--- src/rtl/mul_div_unit_pkg.sv ---
// Shared definitions for the iterative multiply/divide unit: EX-stage op codes
// and the decoded-operation record used by mul_div_unit.
package mul_div_unit_pkg;

    localparam logic [7:0] EXE_MULT_OP  = 8'b0001_1000;
    localparam logic [7:0] EXE_MULTU_OP = 8'b0001_1001;
    localparam logic [7:0] EXE_DIV_OP   = 8'b0001_1010;
    localparam logic [7:0] EXE_DIVU_OP  = 8'b0001_1011;

    typedef struct packed {
        logic valid;
        logic is_div;
        logic is_signed;
    } op_dec_t;

endpackage

--- src/rtl/mul_div_unit_sign_fix.sv ---
// mdu_sign_fix: combinational conditional two's-complement negate, used both to
// take operand magnitudes and to restore result signs.
module mdu_sign_fix
    import mul_div_unit_pkg::*;
#(
    parameter int WIDTH = 32
) (
    input  logic [WIDTH-1:0] a,
    input  logic             neg,
    output logic [WIDTH-1:0] y
);

    assign y = neg ? -a : a;

endmodule

--- src/rtl/mul_div_unit.sv ---
// Iterative MULT/MULTU/DIV/DIVU unit with HI/LO registers and MTHI/MTLO writes.
// Define MDU_MUL_ITER_EN for a shift-add multiplier; otherwise multiply is one-shot.
module mul_div_unit
    import mul_div_unit_pkg::*;
#(
    parameter int WIDTH = 32,
    parameter int OP_W  = 8
) (
    input  logic             clk,
    input  logic             rst,
    input  logic             start,
    input  logic [OP_W-1:0]  op,
    input  logic [WIDTH-1:0] x,
    input  logic [WIDTH-1:0] y,
    input  logic             annul,
    input  logic             hi_we,
    input  logic             lo_we,
    input  logic [WIDTH-1:0] wdata,
    output logic             busy,
    output logic             done,
    output logic [WIDTH-1:0] hi,
    output logic [WIDTH-1:0] lo,
    output logic             div_zero
);

    localparam logic [1:0] S_IDLE = 2'd0;
    localparam logic [1:0] S_MUL  = 2'd1;
    localparam logic [1:0] S_DIV  = 2'd2;
    localparam logic [1:0] S_DONE = 2'd3;

    localparam int CNT_W = $clog2(WIDTH + 1);

    logic [1:0]         state_reg;
    logic [2*WIDTH-1:0] acc_reg;     // mul: {partial, multiplier}; div: {remainder, dividend/quotient}
    logic [WIDTH-1:0]   b_reg;       // multiplicand or divisor magnitude
    logic [CNT_W-1:0]   cnt_reg;
    logic               neg_q_reg;
    logic               neg_r_reg;
    logic               dz_reg;
    logic               div_zero_reg;
    logic [WIDTH-1:0]   hi_reg;
    logic [WIDTH-1:0]   lo_reg;

    op_dec_t dec;
    logic    accept;
    logic    last;

    always_comb begin
        dec = '0;
        if (op == OP_W'(EXE_MULT_OP))       dec = '{valid: 1'b1, is_div: 1'b0, is_signed: 1'b1};
        else if (op == OP_W'(EXE_MULTU_OP)) dec = '{valid: 1'b1, is_div: 1'b0, is_signed: 1'b0};
        else if (op == OP_W'(EXE_DIV_OP))   dec = '{valid: 1'b1, is_div: 1'b1, is_signed: 1'b1};
        else if (op == OP_W'(EXE_DIVU_OP))  dec = '{valid: 1'b1, is_div: 1'b1, is_signed: 1'b0};
    end

    assign busy   = (state_reg == S_MUL) || (state_reg == S_DIV);
    assign done   = (state_reg == S_DONE);
    assign accept = start && !annul && dec.valid && !busy;
    assign last   = (cnt_reg == CNT_W'(1));

    // Operand magnitudes: index 0 is x, index 1 is y.
    logic [WIDTH-1:0] opnd [2];
    logic [WIDTH-1:0] mag  [2];
    assign opnd[0] = x;
    assign opnd[1] = y;

    genvar gi;
    generate
        for (gi = 0; gi < 2; gi++) begin : g_abs
            mdu_sign_fix #(.WIDTH(WIDTH)) u_abs (
                .a   (opnd[gi]),
                .neg (dec.is_signed & opnd[gi][WIDTH-1]),
                .y   (mag[gi])
            );
        end
    endgenerate

    logic [2*WIDTH-1:0] mul_res;
`ifdef MDU_MUL_ITER_EN
    logic [WIDTH:0] mul_sum;
    assign mul_sum = {1'b0, acc_reg[2*WIDTH-1:WIDTH]} + (acc_reg[0] ? {1'b0, b_reg} : '0);
    assign mul_res = {mul_sum, acc_reg[WIDTH-1:1]};
`else
    assign mul_res = (2*WIDTH)'(b_reg) * (2*WIDTH)'(acc_reg[WIDTH-1:0]);
`endif

    // Restoring step: trial-subtract the divisor from {remainder, next dividend bit}.
    logic [WIDTH:0]     div_trial;
    logic [2*WIDTH-1:0] div_step;
    assign div_trial = acc_reg[2*WIDTH-1:WIDTH-1] - {1'b0, b_reg};

    always_comb begin
        div_step = {acc_reg[2*WIDTH-2:0], 1'b0};
        if (!div_trial[WIDTH])
            div_step = {div_trial[WIDTH-1:0], acc_reg[WIDTH-2:0], 1'b1};
    end

    logic [2*WIDTH-1:0] prod_fixed;
    logic [WIDTH-1:0]   quot_fixed;
    logic [WIDTH-1:0]   rem_fixed;

    mdu_sign_fix #(.WIDTH(2*WIDTH)) u_fix_prod (.a(mul_res),                     .neg(neg_q_reg), .y(prod_fixed));
    mdu_sign_fix #(.WIDTH(WIDTH))   u_fix_quot (.a(div_step[WIDTH-1:0]),         .neg(neg_q_reg), .y(quot_fixed));
    mdu_sign_fix #(.WIDTH(WIDTH))   u_fix_rem  (.a(div_step[2*WIDTH-1:WIDTH]),   .neg(neg_r_reg), .y(rem_fixed));

    always_ff @(posedge clk or posedge rst) begin
        if (rst) begin
            state_reg    <= S_IDLE;
            acc_reg      <= '0;
            b_reg        <= '0;
            cnt_reg      <= '0;
            neg_q_reg    <= 1'b0;
            neg_r_reg    <= 1'b0;
            dz_reg       <= 1'b0;
            div_zero_reg <= 1'b0;
            hi_reg       <= '0;
            lo_reg       <= '0;
        end else begin
            if (!busy && hi_we) hi_reg <= wdata;
            if (!busy && lo_we) lo_reg <= wdata;

            case (state_reg)
                S_MUL: begin
                    if (annul) begin
                        state_reg <= S_IDLE;
                    end else begin
`ifdef MDU_MUL_ITER_EN
                        acc_reg <= mul_res;
                        cnt_reg <= cnt_reg - 1'b1;
                        if (last) begin
                            {hi_reg, lo_reg} <= prod_fixed;
                            state_reg        <= S_DONE;
                        end
`else
                        {hi_reg, lo_reg} <= prod_fixed;
                        state_reg        <= S_DONE;
`endif
                    end
                end
                S_DIV: begin
                    if (annul) begin
                        state_reg <= S_IDLE;
                    end else if (dz_reg) begin
                        // Raw dividend was parked in the low half at accept time.
                        lo_reg       <= '1;
                        hi_reg       <= acc_reg[WIDTH-1:0];
                        div_zero_reg <= 1'b1;
                        state_reg    <= S_DONE;
                    end else begin
                        acc_reg <= div_step;
                        cnt_reg <= cnt_reg - 1'b1;
                        if (last) begin
                            lo_reg    <= quot_fixed;
                            hi_reg    <= rem_fixed;
                            state_reg <= S_DONE;
                        end
                    end
                end
                default: begin
                    if (accept) begin
                        state_reg    <= dec.is_div ? S_DIV : S_MUL;
                        cnt_reg      <= CNT_W'(WIDTH);
                        neg_q_reg    <= dec.is_signed & (x[WIDTH-1] ^ y[WIDTH-1]);
                        neg_r_reg    <= dec.is_signed & x[WIDTH-1];
                        dz_reg       <= dec.is_div & (y == '0);
                        div_zero_reg <= 1'b0;
                        b_reg        <= dec.is_div ? mag[1] : mag[0];
                        if (dec.is_div && y == '0)
                            acc_reg <= {{WIDTH{1'b0}}, x};
                        else
                            acc_reg <= {{WIDTH{1'b0}}, dec.is_div ? mag[0] : mag[1]};
                    end else begin
                        state_reg <= S_IDLE;
                    end
                end
            endcase
        end
    end

    assign hi       = hi_reg;
    assign lo       = lo_reg;
    assign div_zero = div_zero_reg;

endmodule

--- config.mk ---
export PLATFORM = sky130hd
export DESIGN_NAME = mul_div_unit
export DESIGN_NICKNAME = d
export VERILOG_FILES = /design/src/rtl/mul_div_unit_pkg.sv /design/src/rtl/mul_div_unit_sign_fix.sv /design/src/rtl/mul_div_unit.sv
export SDC_FILE = /design/constraint.sdc
export NUM_CORES = 2
export LEC_CHECK = 0
export ABC_CLOCK_PERIOD_IN_PS = 9400
export CORE_MARGIN = 5
export CORE_UTILIZATION = 31
export CTS_CLUSTER_SIZE = 28
export DETAILED_ROUTE_END_ITERATION = 10
export PLACE_DENSITY_LB_ADDON = 0.15
export SETUP_SLACK_MARGIN = 0.02
export SYNTH_ARGS = -nofsm -noshare
export SYNTH_HDL_FRONTEND = slang
export SYNTH_SLANG_ARGS = --single-unit
--- constraint.sdc ---
create_clock -name clk -period 9.4 [get_ports clk]
set_clock_uncertainty 0.15 [all_clocks]
set_input_delay 1.41 -clock clk [delete_from_list [all_inputs] [get_ports clk]]
set_output_delay 1.41 -clock clk [all_outputs]
set_load 0.005 [all_outputs]
== Word-level counts from Yosys, hierarchy flattened ==
Cells that the tools add are included.
Widths: inputs -> output; s select.
Word-level totals
  flip-flop bits (word level): 172
  input port bits: 110
  output and inout port bits: 67
  logic and storage cells: 96
Cells by class
  $add $sub $neg: 7
  $mul: 1
  equality and inequality tests: 12
  multiplexer cells: 44
  bitwise operators: 7
  reductions and logical operators: 15
Operators with widths (number)
  $mux 32: 17
  $mux 64: 5
  $neg 32->32: 4
  $pmux 32 s2: 2
  $pmux 64 s2: 1
  $mul 32x32->64: 1
  $neg 64->64: 1
  $sub 33x32->33: 1
  $eq 8x5->1 const B: 4
  $logic_not 32->1: 1
  $mux 6: 3
  $mux 2: 6
  $mux 3: 4
  $pmux 6 s2: 1
  $reduce_and 4->1: 2
  $eq 6x1->1 const B: 1
  $logic_and 1x1->1: 6
  $ne 2x2->1 const B: 3
  $sub 6x1->6 const B: 1
  $and 1x1->1: 4
  $eq 2x2->1 const B: 2
  $ne 4x4->1 const B: 1
  $pmux 2 s2: 1
  $mux 1: 3
  9 further kinds: 11

== Longest topological paths before layout ==
  depth in word-level cells: 11
  depth in mapped cells: 33
  gate-level depth less buffers: 29

== Modules after synthesis ==
From an unflattened synthesis, not the netlist that was laid out.
Unflattened totals
  cells, all modules: 5718
  area, all modules: 49710.2 µm²
By module, submodules not included
  mul_div_unit: instances 1, cells each 5077, area each 45103.3 µm², seq. area each 4304.1 µm²
  mdu_sign_fix at g_abs[0].u_abs ...: instances 4, cells each 108, area each 767.0 µm², seq. area each 0.0 µm²
  mdu_sign_fix at u_fix_prod: instances 1, cells each 209, area each 1539.0 µm², seq. area each 0.0 µm²

== Worst setup path after synthesis ==
OpenSTA, ideal clock, no wires.
  kind: reg2reg
  start point: register acc_reg[2]
  end point: register hi_reg[28] (netlist: hi[28])
  setup time: 0.124 ns
  data arrival time: 8.940 ns
  path slack: 0.186 ns
  stages on the path, launching flop included: 31
  period minus slack after synthesis: 9.214 ns
  cell sequence: dfrtp_1 > clkbuf_1 > inv_2 > clkbuf_1 > nor2_1 > fa_1 > inv_1 > fa_1 > fa_1 > fa_1 > inv_1 > fa_1 > inv_1 > fa_1 > inv_1 > fa_1 > fa_1 > ha_1 > nand2_1 > nor3_1 > a22oi_2 > a31oi_1 > o311a_1 > or3_1 > a2111o_1 > or4_4 > or4b_4 > or2_4 > o31ai_4 > xnor2_1 > a211o_1
Between the ends
  word-level cells in the longest chain between the ends: 5
Ends and longest elaborated chain
  from (decl): line mul_div_unit.sv:34  | logic [2*WIDTH-1:0] acc_reg;
  from (signal assigned): line mul_div_unit.sv:150  | acc_reg <= div_step;
  from (signal assigned): line mul_div_unit.sv:169  | acc_reg <= {{WIDTH{1'b0}}, x};
  from (signal assigned): line mul_div_unit.sv:171  | acc_reg <= {{WIDTH{1'b0}}, dec.is_div ? mag[0] : mag[1]};
  $mul 32x32->64 *: line mul_div_unit.sv:84  | assign mul_res = (2*WIDTH)'(b_reg) * (2*WIDTH)'(acc_reg[WIDTH-1:0]);
  $neg 64->64: line mul_div_unit_sign_fix.sv:13  | assign y = neg ? -a : a;
  $mux 64 *: line mul_div_unit_sign_fix.sv:13
  $mux 32 *: line mul_div_unit.sv:124  | if (annul) begin
  $pmux 32 s2 *: line mul_div_unit.sv:122  | case (state_reg)
  to (signal assigned): line mul_div_unit.sv:119  | if (!busy && hi_we) hi_reg <= wdata;
  to (signal assigned): line mul_div_unit.sv:135  | {hi_reg, lo_reg} <= prod_fixed;
  to (signal assigned): line mul_div_unit.sv:146  | hi_reg <= acc_reg[WIDTH-1:0];
  to (decl): line mul_div_unit.sv:41  | logic [WIDTH-1:0] hi_reg;
Every way passes the cells marked *; elsewhere a longest branch is shown, timed or not.
A chain may end at the register's enable or synchronous reset.

== Final worst setup path ==
  start point: register b_reg[19]
  end point: register hi_reg[28] (netlist: hi[28])
Between the ends
  word-level cells in the longest chain between the ends: 8
  elaborated cells on any way between the ends: 12
  classes of those cells: add/sub: 3; mul: 1; mux: 8
Ends and longest elaborated chain
  from (decl): line mul_div_unit.sv:35  | logic [WIDTH-1:0] b_reg;
  from (signal assigned): line mul_div_unit.sv:167  | b_reg <= dec.is_div ? mag[1] : mag[0];
  branches (longest 7 deep; another with $mul 32x32->64)
  $pmux 32 s2 *: line mul_div_unit.sv:122
  to (signal assigned): line mul_div_unit.sv:119
  to (signal assigned): line mul_div_unit.sv:146
  to (signal assigned): line mul_div_unit.sv:154  | hi_reg <= rem_fixed;
Every way passes the cells marked *.

==> impl_metrics.csv <==
group,metric,value,unit
worst_setup_path,crit_type,"flop to flop",
drt,drt-pass1-iter-count,5,
pwr,ir_worst_vdd,276.3,uV
status,violations,"max-capacitance violations, max-slew violations",
layout,syn_to_final_growth,19.42,%
cts,clk_latency,0.53,ns
cts,numCtsBuffers,17,
synthesis,synth_ff_type,"dfrtp_1",
min_path,min_path_cells,1,
worst_setup_path,cp_common_cell,"fa_1",
timing,fin_ws,0.1054,ns
synthesis,synth_area,50120,um^2
timing,rsz0062_at_grt,"yes",
layout,drive_gt1_share,13.02,%
synthesis,synth.distinct_cells,97,
cts,cts_sinks,172,
timing,fmax,107.6,MHz
drt,wirelength,212000,um
synthesis,synthArstFlopShare,100.0,%
worst_setup_path,r2r-end,"hi[28]",
timing,maxSlewViolCount,2,
floorplanning,core_area,160600,um^2
synthesis,syn_avg_cell_area,8.389,um^2
pwr,finalPower,14.92,mW
layout,layout.cells.non_filler,8561,
placed_design,dp.cells,8505,
layout,largest_reg_flops,64,
global_routing,grt_overflow,0,
timing,hold_viol_final,0,
layout,n_fill_cell,16660,
synthesis,synth_seq_cells,172,
worst_setup_path,required,9.68,ns
floorplanning,die_area,169800,um^2
timing,slew_headroom,-1.888,%
placed_design,routabilityCongestion,0.9528,
synthesis,ys_seq_area_share,8.588,%
cts,tritoncts,"done",
min_path,hp-start,"acc_reg[63]",
synthesis,synth-edff-count,0,
pwr,p_leak,28.46,nW
layout,layout.nets,7699,
layout,fin_util,37.27,%
placed_design,hpwlAfterDp,176000,um
timing,fin_crit,9.295,ns
placed_design,io_buffer_count,176,
cts,cts_hold_buf,0,
floorplanning,die_h,412.1,um
min_path,min_to,"acc_reg[63]",
drt,wl_per_cell,24.76,um
worst_setup_path,rrSetupSlack,0.11,ns
worst_setup_path,max_stage_delay,0.61,ns
timing,worst_pin_slew,1.512,ns
synthesis,synth_cells,5974,
drt,route.vias.total,44160,
status,status,"complete, but fails checks",
synthesis,yosys.area_share.adder,43.47,%
global_routing,grt_pass1_wl,314000,um
worst_setup_path,worst_setup_path_end_kind,"flop",
synthesis,yosys_warnings,0,
synthesis,synth_top_area_share,35.83,%
worst_setup_path,critPathSlowestCell,"fa_2",
worst_setup_path,worstReg2RegStart,"b_reg[19]",
drt,drt-initial-drc-count,3439,
synthesis,synth_top_family_by_area,"adder cells",
floorplanning,fp-row-count,147,
worst_setup_path,critPathArrivalTime,9.58,ns
pwr,pwr_density_cell,249.3,nW/um^2
synthesis,yosys.area_share.simple,18.58,%
placed_design,post-place-ws,-0.4368,ns
global_routing,grt_usage,24.94,%
synthesis,synth_xor_area_share,4.369,%
timing,holdWs,0.3687,ns
cts,cts_max_path_buffers,2,
floorplanning,die_w,412.1,um
min_path,hold_path.class,"flop to flop",
worst_setup_path,path_max_fanout,15,
cts,clk_pin_slew,0.10,ns
synthesis,synthMuxAreaShare,2.045,%
flow_run,maxCapViolCount,1,
synthesis,yosysTopAreaCell,"fa_1",
synthesis,synth_most_common_cell,"inv_1",
cts,cts-root-buf,"clkbuf_16",
timing,setup_viol,0,
synthesis,syn-num-nets,7287,
global_routing,grt_max_degree,97,
synthesis,yosys-top-cells-count,"inv_1 (907), fa_1 (897), nand2_1 (750), and2_1 (566), clkbuf_1 (340)",
global_routing,grt_pass1_vias,46266,
drt,antenna_left,0,
synthesis,synthTopCellsByArea,"fa_1 (36%), dfrtp_1 (8.6%), ha_1 (7.6%), and2_1 (7.1%), inv_1 (6.8%)",
floorplanning,pin_count,177,
worst_setup_path,critPathLaunchType,"flop",
cts,cts_max_level,4,
global_routing,antenna_found_initial,30,
worst_setup_path,r2r_cells,28,
drt,viasPerCell,5.158,
floorplanning,initial_core_util,31.21,%
synthesis,synth_compound_area_share,13.05,%
drt,drc,0,
timing,period_share,98.88,%
critical path, delay by kind of cell (launching register included):
kind                     cells  cell delay (ns)
buffers and inverters        5             0.57
XOR/XNOR                     2             0.27
adder cells (fa/ha/maj)      9             4.47
AO/OA/AOI/OAI                4             1.17
flip-flops                   1             0.49
AND/OR/NAND/NOR              8             2.02
placed cells by master, fill, tap and decap left out, types with 71 or more instances in the layout:
master,Yosys,routed
inv_1,907,896
dfrtp_1,172,160
and2_1,566,566
ha_1,306,289
nor2_1,271,261
a21oi_1,281,264
a211oi_1,76,71
buf_4,1,543
clkdlybuf4s50_1,0,176
nand2_1,750,741
xor2_1,99,98
mux2i_1,90,90
o21ai_0,327,303
xnor2_1,151,150
fa_1,897,880
stage by stage:
stage	TNS (ns)	cell area, um^2
floorplan	0	50120
global placement	-4.105	58330
detailed placement	-3.830	58330
CTS	0	59170
global route	-0.3726	59840
finish	0	59850
per-layer routing:
| metal | track usage, % | vias to the layer above | wire, um |
|---|---|---|---|
| li1 | - | 19830 | - |
| met1 | 34.54 | 22718 | 94730 |
| met2 | 40.84 | 1342 | 98530 |
| met3 | 3.096 | 264 | 11160 |
| met4 | 7.569 | 6 | 7557 |
| met5 | 0 | - | 36 |
cell type report:
type                    instances  area, um^2  share of cell area (%)
repair buffers                789        7204                   12.04
clock inverters                15       198.9                  0.3324
clock buffers                  17       425.4                  0.7108
multi-input cells            4494       41530                   69.39
inverters                     912        3457                   5.776
well taps                    2160        2703                   4.516
diodes                          2       5.005                0.008362
flip-flops and latches        172        4324                   7.225
where the power goes:
part           total, mW  internal, mW  leakage (nW)  switching, mW
logic               12.9          5.24          25.9           7.65
registers           1.20         0.965          2.24          0.239
clock network      0.820         0.384         0.303          0.436
logic make-up after synthesis:
family,Yosys count
AOI/OAI and AO/OA,1045
and+or+nand+nor,1895
DFF,172
xor gates and xnor gates,250
buffers and inverters,1308
adders and majority gates,1203
muxes,101
timing repair:
action                                  in CTS  in global routing
gates resized for setup                     49                129
pin swaps                                    4                 31
endpoints found under the setup margin      17                 21
gates cloned                                 0                  1
buffers inserted                             5                 16
worst max-delay path by stage:
stage | start | to | slack [ns] | cells after the start
after floorplan | acc_reg[2] | hi[28] | 0.19 | 30
after global placement | b_reg[26] | hi[28] | -0.44 | 27
after detailed placement | b_reg[26] | hi[28] | -0.44 | 27
after CTS | b_reg[9] | hi[28] | 0.02 | 28
after global routing | b_reg[19] | hi[28] | -0.16 | 28
final | b_reg[19] | hi[28] | 0.11 | 28
Power figures use the tool's default switching activity.
